[src/rtl/pipeline_hazard_ctrl_pkg.sv]
// ---------------------------------------------------------------------------
// pipeline_ctrl_pkg
// Shared definitions for the RV32IM pipeline sequencing controller and the
// units that reuse its pieces (hazard/forwarding logic).
//   state_t      : controller states (1-bit encoding)
//   ctrl_t       : bundle of pipeline-register control strobes
//   NOP_INSTR    : instruction word loaded into IF/ID on a flush
//   REG_IDX_W    : architectural register index width
//   ctrl_*()     : canonical control patterns used by the controller
// ---------------------------------------------------------------------------
package pipeline_ctrl_pkg;

  localparam int REG_IDX_W = 5;
  localparam logic [31:0] NOP_INSTR = 32'h00000013;

  typedef enum logic {
    ST_RUN     = 1'b0,
    ST_MD_WAIT = 1'b1
  } state_t;

  typedef struct packed {
    logic pcWriteEn;
    logic ifIdWriteEn;
    logic ifIdFlush;
    logic idExWriteEn;
    logic idExBubble;
    logic exMemBubble;
  } ctrl_t;

  // Normal advance: every stage captures, nothing is squashed.
  function automatic ctrl_t ctrl_advance();
    ctrl_t c;
    c.pcWriteEn   = 1'b1;
    c.ifIdWriteEn = 1'b1;
    c.ifIdFlush   = 1'b0;
    c.idExWriteEn = 1'b1;
    c.idExBubble  = 1'b0;
    c.exMemBubble = 1'b0;
    return c;
  endfunction

  // Held in reset: nothing advances and every stage is squashed.
  function automatic ctrl_t ctrl_reset();
    ctrl_t c;
    c.pcWriteEn   = 1'b0;
    c.ifIdWriteEn = 1'b0;
    c.ifIdFlush   = 1'b1;
    c.idExWriteEn = 1'b0;
    c.idExBubble  = 1'b1;
    c.exMemBubble = 1'b1;
    return c;
  endfunction

  // Taken branch/jump: squash the two younger wrong-path entries while the
  // PC moves on to the target.
  function automatic ctrl_t ctrl_flush();
    ctrl_t c;
    c = ctrl_advance();
    c.ifIdFlush  = 1'b1;
    c.idExBubble = 1'b1;
    return c;
  endfunction

  // MUL/DIV busy: the whole front end holds, and MEM receives bubbles while
  // EX keeps the multi-cycle operation.
  function automatic ctrl_t ctrl_freeze();
    ctrl_t c;
    c = ctrl_advance();
    c.pcWriteEn   = 1'b0;
    c.ifIdWriteEn = 1'b0;
    c.idExWriteEn = 1'b0;
    c.exMemBubble = 1'b1;
    return c;
  endfunction

  // Load-use: hold PC and IF/ID for one cycle and push a bubble into EX so
  // the load can reach MEM before the consumer reads its result.
  function automatic ctrl_t ctrl_load_use();
    ctrl_t c;
    c = ctrl_advance();
    c.pcWriteEn   = 1'b0;
    c.ifIdWriteEn = 1'b0;
    c.idExBubble  = 1'b1;
    return c;
  endfunction

endpackage

[src/rtl/pipeline_hazard_ctrl_if.sv]
// ---------------------------------------------------------------------------
// pipeline_hazard_ctrl_if
// Bundle between the pipeline datapath and the sequencing controller.
//   Load-use inputs : ID_RS1, ID_RS2, ID_USES_RS1, ID_USES_RS2,
//                     ID_EX_MEM_READ, ID_EX_RD
//   EX events       : BRANCH_TAKEN, MULDIV_START, MULDIV_DONE
//   Controls        : PC_WRITE_EN, IF_ID_WRITE_EN, IF_ID_FLUSH,
//                     ID_EX_WRITE_EN, ID_EX_BUBBLE, EX_MEM_BUBBLE
//   Status          : STALL_COUNT, MD_TIMEOUT_ERR
// master = datapath side, slave = controller side.
// ---------------------------------------------------------------------------
interface pipeline_hazard_ctrl_if;
  import pipeline_ctrl_pkg::*;

  logic [REG_IDX_W-1:0] ID_RS1;
  logic [REG_IDX_W-1:0] ID_RS2;
  logic                 ID_USES_RS1;
  logic                 ID_USES_RS2;
  logic                 ID_EX_MEM_READ;
  logic [REG_IDX_W-1:0] ID_EX_RD;

  logic                 BRANCH_TAKEN;
  logic                 MULDIV_START;
  logic                 MULDIV_DONE;

  logic                 PC_WRITE_EN;
  logic                 IF_ID_WRITE_EN;
  logic                 IF_ID_FLUSH;
  logic                 ID_EX_WRITE_EN;
  logic                 ID_EX_BUBBLE;
  logic                 EX_MEM_BUBBLE;

  logic [31:0]          STALL_COUNT;
  logic                 MD_TIMEOUT_ERR;

  modport master (
    output ID_RS1, ID_RS2, ID_USES_RS1, ID_USES_RS2, ID_EX_MEM_READ, ID_EX_RD,
    output BRANCH_TAKEN, MULDIV_START, MULDIV_DONE,
    input  PC_WRITE_EN, IF_ID_WRITE_EN, IF_ID_FLUSH,
    input  ID_EX_WRITE_EN, ID_EX_BUBBLE, EX_MEM_BUBBLE,
    input  STALL_COUNT, MD_TIMEOUT_ERR
  );

  modport slave (
    input  ID_RS1, ID_RS2, ID_USES_RS1, ID_USES_RS2, ID_EX_MEM_READ, ID_EX_RD,
    input  BRANCH_TAKEN, MULDIV_START, MULDIV_DONE,
    output PC_WRITE_EN, IF_ID_WRITE_EN, IF_ID_FLUSH,
    output ID_EX_WRITE_EN, ID_EX_BUBBLE, EX_MEM_BUBBLE,
    output STALL_COUNT, MD_TIMEOUT_ERR
  );

endinterface

[src/rtl/pipeline_hazard_ctrl_load_use_detect.sv]
// ---------------------------------------------------------------------------
// load_use_detect
// Combinational load-use comparator: flags an ID instruction that reads the
// destination of a load currently in EX. x0 is never a real dependency.
//   i_idRs1, i_idRs2         : source indices of the ID instruction
//   i_idUsesRs1, i_idUsesRs2 : which sources the ID instruction really reads
//   i_exMemRead              : EX instruction is a load
//   i_exRd                   : destination index of the EX instruction
//   o_loadUse                : dependency that forwarding cannot cover
// ---------------------------------------------------------------------------
module load_use_detect
  import pipeline_ctrl_pkg::*;
(
  input  logic [REG_IDX_W-1:0] i_idRs1,
  input  logic [REG_IDX_W-1:0] i_idRs2,
  input  logic                 i_idUsesRs1,
  input  logic                 i_idUsesRs2,
  input  logic                 i_exMemRead,
  input  logic [REG_IDX_W-1:0] i_exRd,
  output logic                 o_loadUse
);

  logic w_rdValid;
  logic w_hitRs1;
  logic w_hitRs2;

  assign w_rdValid = (i_exRd != '0);
  assign w_hitRs1  = i_idUsesRs1 && (i_idRs1 == i_exRd);
  assign w_hitRs2  = i_idUsesRs2 && (i_idRs2 == i_exRd);
  assign o_loadUse = i_exMemRead && w_rdValid && (w_hitRs1 || w_hitRs2);

endmodule

[src/rtl/pipeline_hazard_ctrl.sv]
// ---------------------------------------------------------------------------
// pipeline_hazard_ctrl
// Sequencing controller for the RV32IM pipeline. Drives write-enable, flush
// and bubble strobes of PC, IF/ID, ID/EX and EX/MEM to resolve load-use
// stalls, taken-branch flushes and multi-cycle MUL/DIV freezes (with a
// watchdog that forces release after MD_TIMEOUT wait cycles).
//   CLK     : clock, all state updates on posedge
//   RESET   : synchronous active-low reset
//   bus     : pipeline_hazard_ctrl_if.slave (detection inputs, EX events,
//             control strobes, STALL_COUNT and MD_TIMEOUT_ERR status)
// Control strobes are combinational (Mealy); state and counters registered.
// ---------------------------------------------------------------------------
module pipeline_hazard_ctrl
  import pipeline_ctrl_pkg::*;
#(
  parameter int MD_TIMEOUT = 40
) (
  input logic                   CLK,
  input logic                   RESET,
  pipeline_hazard_ctrl_if.slave bus
);

  localparam int CNT_W = $clog2(MD_TIMEOUT + 1);
  localparam logic [CNT_W-1:0] CNT_MAX = CNT_W'(MD_TIMEOUT);
  localparam logic [CNT_W-1:0] CNT_ONE = CNT_W'(1);

  state_t           r_state;
  logic [CNT_W-1:0] r_mdCnt;
  logic [31:0]      r_stallCount;
  logic             r_mdErr;

  state_t           w_nextState;
  logic [CNT_W-1:0] w_nextMdCnt;
  logic             w_setErr;
  logic             w_loadUse;
  ctrl_t            w_ctrl;

  load_use_detect u_loadUse (
    .i_idRs1     (bus.ID_RS1),
    .i_idRs2     (bus.ID_RS2),
    .i_idUsesRs1 (bus.ID_USES_RS1),
    .i_idUsesRs2 (bus.ID_USES_RS2),
    .i_exMemRead (bus.ID_EX_MEM_READ),
    .i_exRd      (bus.ID_EX_RD),
    .o_loadUse   (w_loadUse)
  );

  // State, wait counter and status registers. Reset abandons any MUL/DIV
  // wait in progress; the error flag is sticky until the next reset.
  always_ff @(posedge CLK) begin
    if (!RESET) begin
      r_state      <= ST_RUN;
      r_mdCnt      <= '0;
      r_stallCount <= '0;
      r_mdErr      <= 1'b0;
    end else begin
      r_state <= w_nextState;
      r_mdCnt <= w_nextMdCnt;
      if (w_setErr) begin
        r_mdErr <= 1'b1;
      end
      if (!w_ctrl.pcWriteEn && (r_stallCount != 32'hFFFF_FFFF)) begin
        r_stallCount <= r_stallCount + 32'd1;
      end
    end
  end

  // Next-state and control strobes. In RUN a taken branch outranks a
  // MUL/DIV start, which outranks a load-use stall. In MD_WAIT, EX is
  // occupied by the MUL/DIV, so branch and load-use inputs are irrelevant;
  // the counter equals the index of the current wait cycle, so release on
  // timeout lands exactly MD_TIMEOUT cycles after the start.
  always_comb begin
    w_nextState = r_state;
    w_nextMdCnt = r_mdCnt;
    w_setErr    = 1'b0;
    w_ctrl      = ctrl_advance();

    if (!RESET) begin
      w_ctrl      = ctrl_reset();
      w_nextState = ST_RUN;
      w_nextMdCnt = '0;
    end else begin
      case (r_state)
        ST_RUN: begin
          if (bus.BRANCH_TAKEN) begin
            w_ctrl = ctrl_flush();
          end else if (bus.MULDIV_START) begin
            w_ctrl      = ctrl_freeze();
            w_nextState = ST_MD_WAIT;
            w_nextMdCnt = CNT_ONE;
          end else if (w_loadUse) begin
            w_ctrl = ctrl_load_use();
          end
        end
        ST_MD_WAIT: begin
          if (bus.MULDIV_DONE) begin
            w_nextState = ST_RUN;
            w_nextMdCnt = '0;
          end else if (r_mdCnt == CNT_MAX) begin
            w_setErr    = 1'b1;
            w_nextState = ST_RUN;
            w_nextMdCnt = '0;
          end else begin
            w_ctrl      = ctrl_freeze();
            w_nextMdCnt = r_mdCnt + CNT_ONE;
          end
        end
        default: begin
          w_nextState = ST_RUN;
          w_nextMdCnt = '0;
        end
      endcase
    end
  end

  assign bus.PC_WRITE_EN    = w_ctrl.pcWriteEn;
  assign bus.IF_ID_WRITE_EN = w_ctrl.ifIdWriteEn;
  assign bus.IF_ID_FLUSH    = w_ctrl.ifIdFlush;
  assign bus.ID_EX_WRITE_EN = w_ctrl.idExWriteEn;
  assign bus.ID_EX_BUBBLE   = w_ctrl.idExBubble;
  assign bus.EX_MEM_BUBBLE  = w_ctrl.exMemBubble;
  assign bus.STALL_COUNT    = r_stallCount;
  assign bus.MD_TIMEOUT_ERR = r_mdErr;

endmodule

[src/flat_wrapper.sv]
// flat-port wrapper written by rule: the top's interface ports become plain ports
module pipeline_hazard_ctrl_flat import pipeline_ctrl_pkg::*;
#(
  parameter int MD_TIMEOUT = 40
)
  (CLK, RESET, bus_ID_RS1, bus_ID_RS2, bus_ID_USES_RS1, bus_ID_USES_RS2, bus_ID_EX_MEM_READ, bus_ID_EX_RD, bus_BRANCH_TAKEN, bus_MULDIV_START, bus_MULDIV_DONE, bus_PC_WRITE_EN, bus_IF_ID_WRITE_EN, bus_IF_ID_FLUSH, bus_ID_EX_WRITE_EN, bus_ID_EX_BUBBLE, bus_EX_MEM_BUBBLE, bus_STALL_COUNT, bus_MD_TIMEOUT_ERR);
  pipeline_hazard_ctrl_if bus_i ();
  input logic CLK;
  input logic RESET;
  input wire logic [$bits(bus_i.ID_RS1)-1:0] bus_ID_RS1;
  input wire logic [$bits(bus_i.ID_RS2)-1:0] bus_ID_RS2;
  input wire logic [$bits(bus_i.ID_USES_RS1)-1:0] bus_ID_USES_RS1;
  input wire logic [$bits(bus_i.ID_USES_RS2)-1:0] bus_ID_USES_RS2;
  input wire logic [$bits(bus_i.ID_EX_MEM_READ)-1:0] bus_ID_EX_MEM_READ;
  input wire logic [$bits(bus_i.ID_EX_RD)-1:0] bus_ID_EX_RD;
  input wire logic [$bits(bus_i.BRANCH_TAKEN)-1:0] bus_BRANCH_TAKEN;
  input wire logic [$bits(bus_i.MULDIV_START)-1:0] bus_MULDIV_START;
  input wire logic [$bits(bus_i.MULDIV_DONE)-1:0] bus_MULDIV_DONE;
  output wire logic [$bits(bus_i.PC_WRITE_EN)-1:0] bus_PC_WRITE_EN;
  output wire logic [$bits(bus_i.IF_ID_WRITE_EN)-1:0] bus_IF_ID_WRITE_EN;
  output wire logic [$bits(bus_i.IF_ID_FLUSH)-1:0] bus_IF_ID_FLUSH;
  output wire logic [$bits(bus_i.ID_EX_WRITE_EN)-1:0] bus_ID_EX_WRITE_EN;
  output wire logic [$bits(bus_i.ID_EX_BUBBLE)-1:0] bus_ID_EX_BUBBLE;
  output wire logic [$bits(bus_i.EX_MEM_BUBBLE)-1:0] bus_EX_MEM_BUBBLE;
  output wire logic [$bits(bus_i.STALL_COUNT)-1:0] bus_STALL_COUNT;
  output wire logic [$bits(bus_i.MD_TIMEOUT_ERR)-1:0] bus_MD_TIMEOUT_ERR;
  assign bus_i.ID_RS1 = bus_ID_RS1;
  assign bus_i.ID_RS2 = bus_ID_RS2;
  assign bus_i.ID_USES_RS1 = bus_ID_USES_RS1;
  assign bus_i.ID_USES_RS2 = bus_ID_USES_RS2;
  assign bus_i.ID_EX_MEM_READ = bus_ID_EX_MEM_READ;
  assign bus_i.ID_EX_RD = bus_ID_EX_RD;
  assign bus_i.BRANCH_TAKEN = bus_BRANCH_TAKEN;
  assign bus_i.MULDIV_START = bus_MULDIV_START;
  assign bus_i.MULDIV_DONE = bus_MULDIV_DONE;
  assign bus_PC_WRITE_EN = bus_i.PC_WRITE_EN;
  assign bus_IF_ID_WRITE_EN = bus_i.IF_ID_WRITE_EN;
  assign bus_IF_ID_FLUSH = bus_i.IF_ID_FLUSH;
  assign bus_ID_EX_WRITE_EN = bus_i.ID_EX_WRITE_EN;
  assign bus_ID_EX_BUBBLE = bus_i.ID_EX_BUBBLE;
  assign bus_EX_MEM_BUBBLE = bus_i.EX_MEM_BUBBLE;
  assign bus_STALL_COUNT = bus_i.STALL_COUNT;
  assign bus_MD_TIMEOUT_ERR = bus_i.MD_TIMEOUT_ERR;
  pipeline_hazard_ctrl #(.MD_TIMEOUT(MD_TIMEOUT)) u_core (.CLK(CLK), .RESET(RESET), .bus(bus_i));
endmodule
[config.mk]
export PLATFORM = sky130hd
export DESIGN_NAME = pipeline_hazard_ctrl_flat
export DESIGN_NICKNAME = d
export VERILOG_FILES = /design/src/rtl/pipeline_hazard_ctrl_pkg.sv /design/src/rtl/pipeline_hazard_ctrl_if.sv /design/src/rtl/pipeline_hazard_ctrl_load_use_detect.sv /design/src/rtl/pipeline_hazard_ctrl.sv /design/src/flat_wrapper.sv
export SDC_FILE = /design/constraint.sdc
export NUM_CORES = 1
export LEC_CHECK = 0
export CORE_MARGIN = 2
export CORE_UTILIZATION = 48
export DETAILED_ROUTE_END_ITERATION = 12
export PLACE_DENSITY = 0.87
export REMOVE_ABC_BUFFERS = 1
export SYNTH_ARGS = -nofsm -noshare
export SYNTH_HDL_FRONTEND = slang
export SYNTH_SLANG_ARGS = --single-unit
export TNS_END_PERCENT = 30
[constraint.sdc]
create_clock -name CLK -period 2.87 [get_ports CLK]
set_input_delay 0.574 -clock CLK [delete_from_list [all_inputs] [get_ports CLK]]
set_output_delay 0.574 -clock CLK [all_outputs]
set_load 0.01 [all_outputs]
; After elaboration in Yosys (flattened, before gate mapping)
; Index checks and enable logic that the tools add are counted.
[word_totals]
regBits = 40
in_bits = 23
output_inout_bits = 39
[classes]
n_addsub = 2
n_eq_ne = 6
n_mux = 21
bitwise_logic = 1
reduce_logical = 9
[op_table]
columns = cell, count
row1 = $mux W6, 10
row2 = $add A32 B1 Y32 const B, 1
row3 = $ne A32 B32 Y1 const B, 1
row4 = $pmux W6 S2, 2
row5 = $eq A5 B5 Y1, 2
row6 = $mux W1, 8
row7 = $add A6 B1 Y6 const B, 1
row8 = $eq A6 B6 Y1 const B, 1
row9 = $logic_and A1 B1 Y1, 5
row10 = $reduce_bool A5 Y1, 1
row11 = $ne A2 B2 Y1 const B, 2
row12 = $pmux W1 S2, 1
row13 = $reduce_and A2 Y1, 1
row14 = $logic_not A1 Y1, 1
row15 = $logic_or A1 B1 Y1, 1
row16 = $not A1 Y1, 1

; Depth between registers and ports, before layout
[logic_depth]
word_depth = 11
mapped_depth = 9
ltp_nobuf = 7

; Modules after synthesis
; Synthesis repeated with hierarchy kept, for this count alone.
[unflattened]
cells_unflattened = 281
hier_area_um2 = 2357.3
[modules_own_cells]
columns = mod, n_inst, cells_per_inst, area_each_um2
row1 = pipeline_hazard_ctrl, 1, 264, 2223.4
row2 = load_use_detect, 1, 17, 133.9

; Worst setup path after synthesis
; OpenSTA, ideal clock, no wires.
[synth_path]
kind = in2out
from = input port bus_ID_EX_RD[0]
to = output port bus_PC_WRITE_EN
arrival_time_ns = 2.054
required_time_ns = 2.296
slack_ns = 0.242
path_stages = 6
path_cell_list = or4_1 o2111a_1 a21oi_2 buf_2 buf_4 buf_4
[synth_via]
elab_chain_len = 9
elab_cells_between_ends = 13
cone_classes = 2 x eq/ne / 5 x mux / 6 x reduce/logical
[synth_lines]
columns = item, line
row1 = from (decl), flat_wrapper.sv:15  ; input wire logic [$bits(bus_i.ID_EX_RD)-1:0] bus_ID_EX_RD;
row2 = "$eq A5 B5 Y1, on equally long branches", "pipeline_hazard_ctrl_load_use_detect.sv:28, pipeline_hazard_ctrl_load_use_detect.sv:29"
row3 = "$logic_and A1 B1 Y1, on equally long branches", "pipeline_hazard_ctrl_load_use_detect.sv:28, pipeline_hazard_ctrl_load_use_detect.sv:29"
row4 = $logic_or A1 B1 Y1, pipeline_hazard_ctrl_load_use_detect.sv:30  ; assign o_loadUse = i_exMemRead && w_rdValid && (w_hitRs1 || w_hitRs2);
row5 = $logic_and A1 B1 Y1 *, pipeline_hazard_ctrl_load_use_detect.sv:30
row6 = $mux W6 *, pipeline_hazard_ctrl.sv:92  ; end else if (w_loadUse) begin
row7 = $mux W6 *, pipeline_hazard_ctrl.sv:88  ; end else if (bus.MULDIV_START) begin
row8 = $mux W6 *, pipeline_hazard_ctrl.sv:86  ; if (bus.BRANCH_TAKEN) begin
row9 = $pmux W6 S2 *, pipeline_hazard_ctrl.sv:84  ; case (r_state)
row10 = $mux W6 *, pipeline_hazard_ctrl.sv:79  ; if (!RESET) begin
row11 = to (decl), flat_wrapper.sv:19  ; output wire logic [$bits(bus_i.PC_WRITE_EN)-1:0] bus_PC_WRITE_EN;
; Mark *: on every way between the ends. The rest lies on a longest branch, timed or not.

; Worst setup path after layout
; Same ends and word-level chain as after synthesis.

==> tab_implementation.tex <==
\begin{tabular}{lr}
\hline
Metric & Value \\
\hline
\multicolumn{2}{l}{\textbf{Power}} \\
\quad Switching pwr & 0.275 mW \\
\quad Sequential group share of total power & 48.6\% \\
\quad Sw frac & 23.5\% \\
\quad Internal power consumption & 0.894 mW \\
\quad Clock network fraction of total power & 38.7\% \\
\quad Peak ir drop on the vdd network & 0.000194 V \\
\quad Power density cells & 378 nW/um\^{}2 \\
\quad PnR Total Power & 1.17 mW \\
\quad Proportion of power drawn by combinational gates & 12.7\% \\
\quad Leakage power & 0.979 nW \\
\multicolumn{2}{l}{\textbf{Die}} \\
\quad Core outline area & 4660 sq um \\
\quad Number of placement rows & 25 \\
\quad Top Ports & 62 \\
\quad Die width & 73.0 um \\
\quad Die Area & 5330 sq um \\
\quad Die extent in y & 73.0 um \\
\quad Initial cell density of the core & 49.0\% \\
\multicolumn{2}{l}{\textbf{Finish}} \\
\quad Share of final-layout standard cells stronger than drive strength 1 & 8.65\% \\
\quad Diodes inserted & 0 \\
\quad Non-Filler Instances & 401 \\
\quad Relative area change from synthesis to final layout & 35.4\% \\
\quad Cell area after layout & 3090 sq um \\
\quad Final-stage net count & 372 \\
\quad Share of the core filled with cells & 66.4\% \\
\quad Number of fill cells & 374 \\
\multicolumn{2}{l}{\textbf{Global routing}} \\
\quad Pin count of the biggest net entering global routing & 60 \\
\quad First-pass GRT wire length & 9430 um \\
\quad Number of antenna violations at the first check in global routing & 0 \\
\quad Via count of the first global-routing pass & 2194 \\
\quad GRT overflow & 0 \\
\quad Gr usage total & 22.3\% \\
\multicolumn{2}{l}{\textbf{Worst setup path}} \\
\quad CP top delay family & buffers and inverters \\
\quad Number of buffers and inverters on the critical path & 2 \\
\quad Crit. End Element & output port \\
\quad Worst endpoint data arrival time & 2200 ps \\
\quad Critical path cell sequence & clkdlybuf4s50\_1 > or4\_1 > o2111a\_1 > a21oi\_4 > clkbuf\_2 \\
\quad Total stage count of the critical path & 5 \\
\quad Category of the critical setup timing path & primary input to output port \\
\quad Crit-path max FO & 3 \\
\quad Required @ worst endpoint & 2300 ps \\
\quad Max stage delay on crit path & 560 ps \\
\quad Critical path's slowest cell & sky130\_fd\_sc\_hd\_\_or4\_1 \\
\quad FF-to-FF path depth & 5 \\
\quad Startpoint type of the worst setup path & primary input \\
\multicolumn{2}{l}{\textbf{Drt}} \\
\quad DRC violations left & 0 \\
\quad DR top layer & met4 \\
\quad Met2 routed wirelength & 2880 um \\
\quad Antenna Nets Post-Route & 0 \\
\quad Average vias per placed instance & 6.01 \\
\quad Average routed wire per standard cell & 14.2 um \\
\quad Met3 wirelength from detailed routing & 302 um \\
\quad WL met1 & 2470 um \\
\quad Final wirelength & 5700 um \\
\quad Number of DRC violations after detailed-routing iteration 0 & 120 \\
\quad Pre-antenna DRT Iters & 4 \\
\quad Via total after detailed routing & 2412 \\
\multicolumn{2}{l}{\textbf{Clock tree}} \\
\quad Clock root buffer & sky130\_fd\_sc\_hd\_\_clkbuf\_8 \\
\quad Clock Path Buffers & 2 \\
\quad CTS tree & built \\
\quad Num CTS Buffers & 5 \\
\quad Number of clock sinks seen by CTS & 40 \\
\quad Depth of the CTS H-tree & 2 \\
\quad Worst-skew pair later-pin latency & 290 ps \\
\quad Clock transition at the registers of the reported paths & 80 ps \\
\quad Number of buffers inserted for hold repair after clock tree synthesis & 0 \\
\multicolumn{2}{l}{\textbf{Logic synthesis}} \\
\quad Cell count after synthesis & 280 \\
\quad Average cell area after synthesis & 8.16 sq um \\
\quad Commonest cells in the netlist & 40 x sky130\_fd\_sc\_hd\_\_dfxtp\_1, 33 x sky130\_fd\_sc\_hd\_\_nand2\_1, 30 x sky130\_fd\_sc\_hd\_\_a21oi\_1 \\
\quad Number of warnings reported in the yosys synthesis log & 0 \\
\quad Number of flops mapped to enable cells by yosys & 0 \\
\quad Area fraction of the dominant cell type after synthesis & 35.0\% \\
\quad Leading cell types by total area after synthesis & sky130\_fd\_sc\_hd\_\_dfxtp\_1 35\%, sky130\_fd\_sc\_hd\_\_or4\_1 7.6\%, sky130\_fd\_sc\_hd\_\_o31ai\_1 7.2\% \\
\quad Largest area contributor in the netlist & sky130\_fd\_sc\_hd\_\_dfxtp\_1 \\
\quad Share of the yosys chip area belonging to registers & 35.0\% \\
\quad Most common cell in the synthesized netlist & sky130\_fd\_sc\_hd\_\_dfxtp\_1 \\
\quad Total of flip-flops plus latches after synthesis & 40 \\
\quad Primary FF master, synth & sky130\_fd\_sc\_hd\_\_dfxtp\_1 \\
\quad Post-synthesis cell type count & 45 \\
\quad Netlist area before placement & 2280 sq um \\
\quad Async set-reset flop share out of synthesis & 0\% \\
\multicolumn{2}{l}{\textbf{Place}} \\
\quad Total placed instance area & 2990 sq um \\
\quad Half-perimeter wire length after detailed placement & 4190 um \\
\quad Cell Count Post-Placement & 393 \\
\quad IO buf count & 61 \\
\quad GP Congestion & 0.814 \\
\multicolumn{2}{l}{\textbf{STA}} \\
\quad Number of pins with negative max-slew slack in the final report & 0 \\
\quad Unrepaired setup endpoints after global routing & true \\
\quad Final critical-path required period & 2780 ps \\
\quad Timing-limited maximum frequency & 360 MHz \\
\quad Endpoints failing setup & 0 \\
\quad Hold Fails Final Rpt & 0 \\
\quad Final Skew & 8.24 ps \\
\quad Post-route clock period utilization & 96.8\% \\
\quad Final Hold Slack & 485 ps \\
\quad Pin slew with the least headroom to its limit & 538 ps \\
\quad Max transition margin & 64.0\% \\
\multicolumn{2}{l}{\textbf{Hold path}} \\
\quad Worst hold path depth & 2 \\
\quad Classification of the worst-slack hold path & register to register \\
\multicolumn{2}{l}{\textbf{Run}} \\
\quad Max-cap check violation count & 0 \\
\multicolumn{2}{l}{\textbf{Status}} \\
\quad Status & completed \\
\hline
\end{tabular}
-- power by group through the flow --
stage	Clock (mW)	Combinational (mW)	Sequential [mW]
floorplan	0	0.0610	0.580
global placement	0	0.145	0.581
detailed placement	0	0.150	0.581
CTS	0.461	0.148	0.568
global route	0.488	0.162	0.569
finish	0.453	0.148	0.568
-- worst register-to-register path: stages, from the launching register on --
cell,delay [ps]
sky130_fd_sc_hd__dfxtp_1,440
sky130_fd_sc_hd__nand4_1,220
sky130_fd_sc_hd__or4_1,690
sky130_fd_sc_hd__nor3_2,520
sky130_fd_sc_hd__nor4_1,120
sky130_fd_sc_hd__mux2i_1,150
-- state kept, by name, indices dropped and copies added (netlist names) --
register	count
u_core.bus.MD_TIMEOUT_ERR	1
u_core.r_state	1
u_core.r_mdCnt	6
u_core.bus.STALL_COUNT	32
-- per-layer routing --
layer  vias to the layer above  global-route usage (%)
li1                       1187                       -
met1                      1145                    27.3
met2                        74                    37.7
met3                         6                    4.97
met4                         0                    8.85
met5                         -                       0
-- cell families after synthesis --
logic type	Yosys count	share of synthesized area, %
compound gates	69	19.2
flops	40	35.0
mux	5	2.19
xor+xnor	13	4.98
fa+ha+maj	3	1.64
buf+inv	25	5.04
simple gates	125	31.9
-- through the flow --
stage | setup slack (ps) | setup TNS [ps]
3_3_place_gp | -338 | -1670
2_1_floorplan | -266 | -5590
4_1_cts | -38.3 | -75.3
3_5_place_dp | -339 | -2690
5_1_grt | -20.8 | -20.8
6_report | 91.7 | 0
-- worst paths after layout --
check                                               start                                endpoint  slack [ps]
setup / recovery                          bus_ID_EX_RD[0]                         bus_PC_WRITE_EN          90
hold / removal     u_core.bus.STALL_COUNT[9]$_SDFFE_PN0P_  u_core.bus.STALL_COUNT[9]$_SDFFE_PN0P_         480
setup reg to reg  u_core.bus.STALL_COUNT[19]$_SDFFE_PN0P_  u_core.bus.STALL_COUNT[8]$_SDFFE_PN0P_         610
hold reg to reg    u_core.bus.STALL_COUNT[9]$_SDFFE_PN0P_  u_core.bus.STALL_COUNT[9]$_SDFFE_PN0P_         480
-- layout by cell type (no fill, tap or decap), drive strengths merged, types with 4 or more instances in the layout --
cell / instances
clkdlybuf4s50: 58
dfxtp: 40
nand2: 33
a21oi: 31
or4: 24
o31ai: 22
nand3: 14
buf: 13
nor2: 12
nand4: 11
inv: 10
xnor2: 10
clkbuf: 8
nand2b: 7
o21ai: 6
mux2i: 5
and3: 4
-- timing repair --
item,4_1_cts,5_1_grt
setup endpoints to repair,3,3
hold endpoints to repair,0,0
buffers inserted,0,0
pin swaps,1,0
gates resized for setup,3,6
-- final cells by class --
type	instances	area, sq um	share of cell area [%]
multi-input cells	215	1380	44.7
flip-flops and latches	40	801	25.9
repair buffers	74	698	22.6
clock buffers	6	72.6	2.35
well taps	54	67.6	2.18
inverters	10	37.5	1.21
clock inverters	2	35.0	1.13
Note: power is estimated with default switching activity, not from simulation.
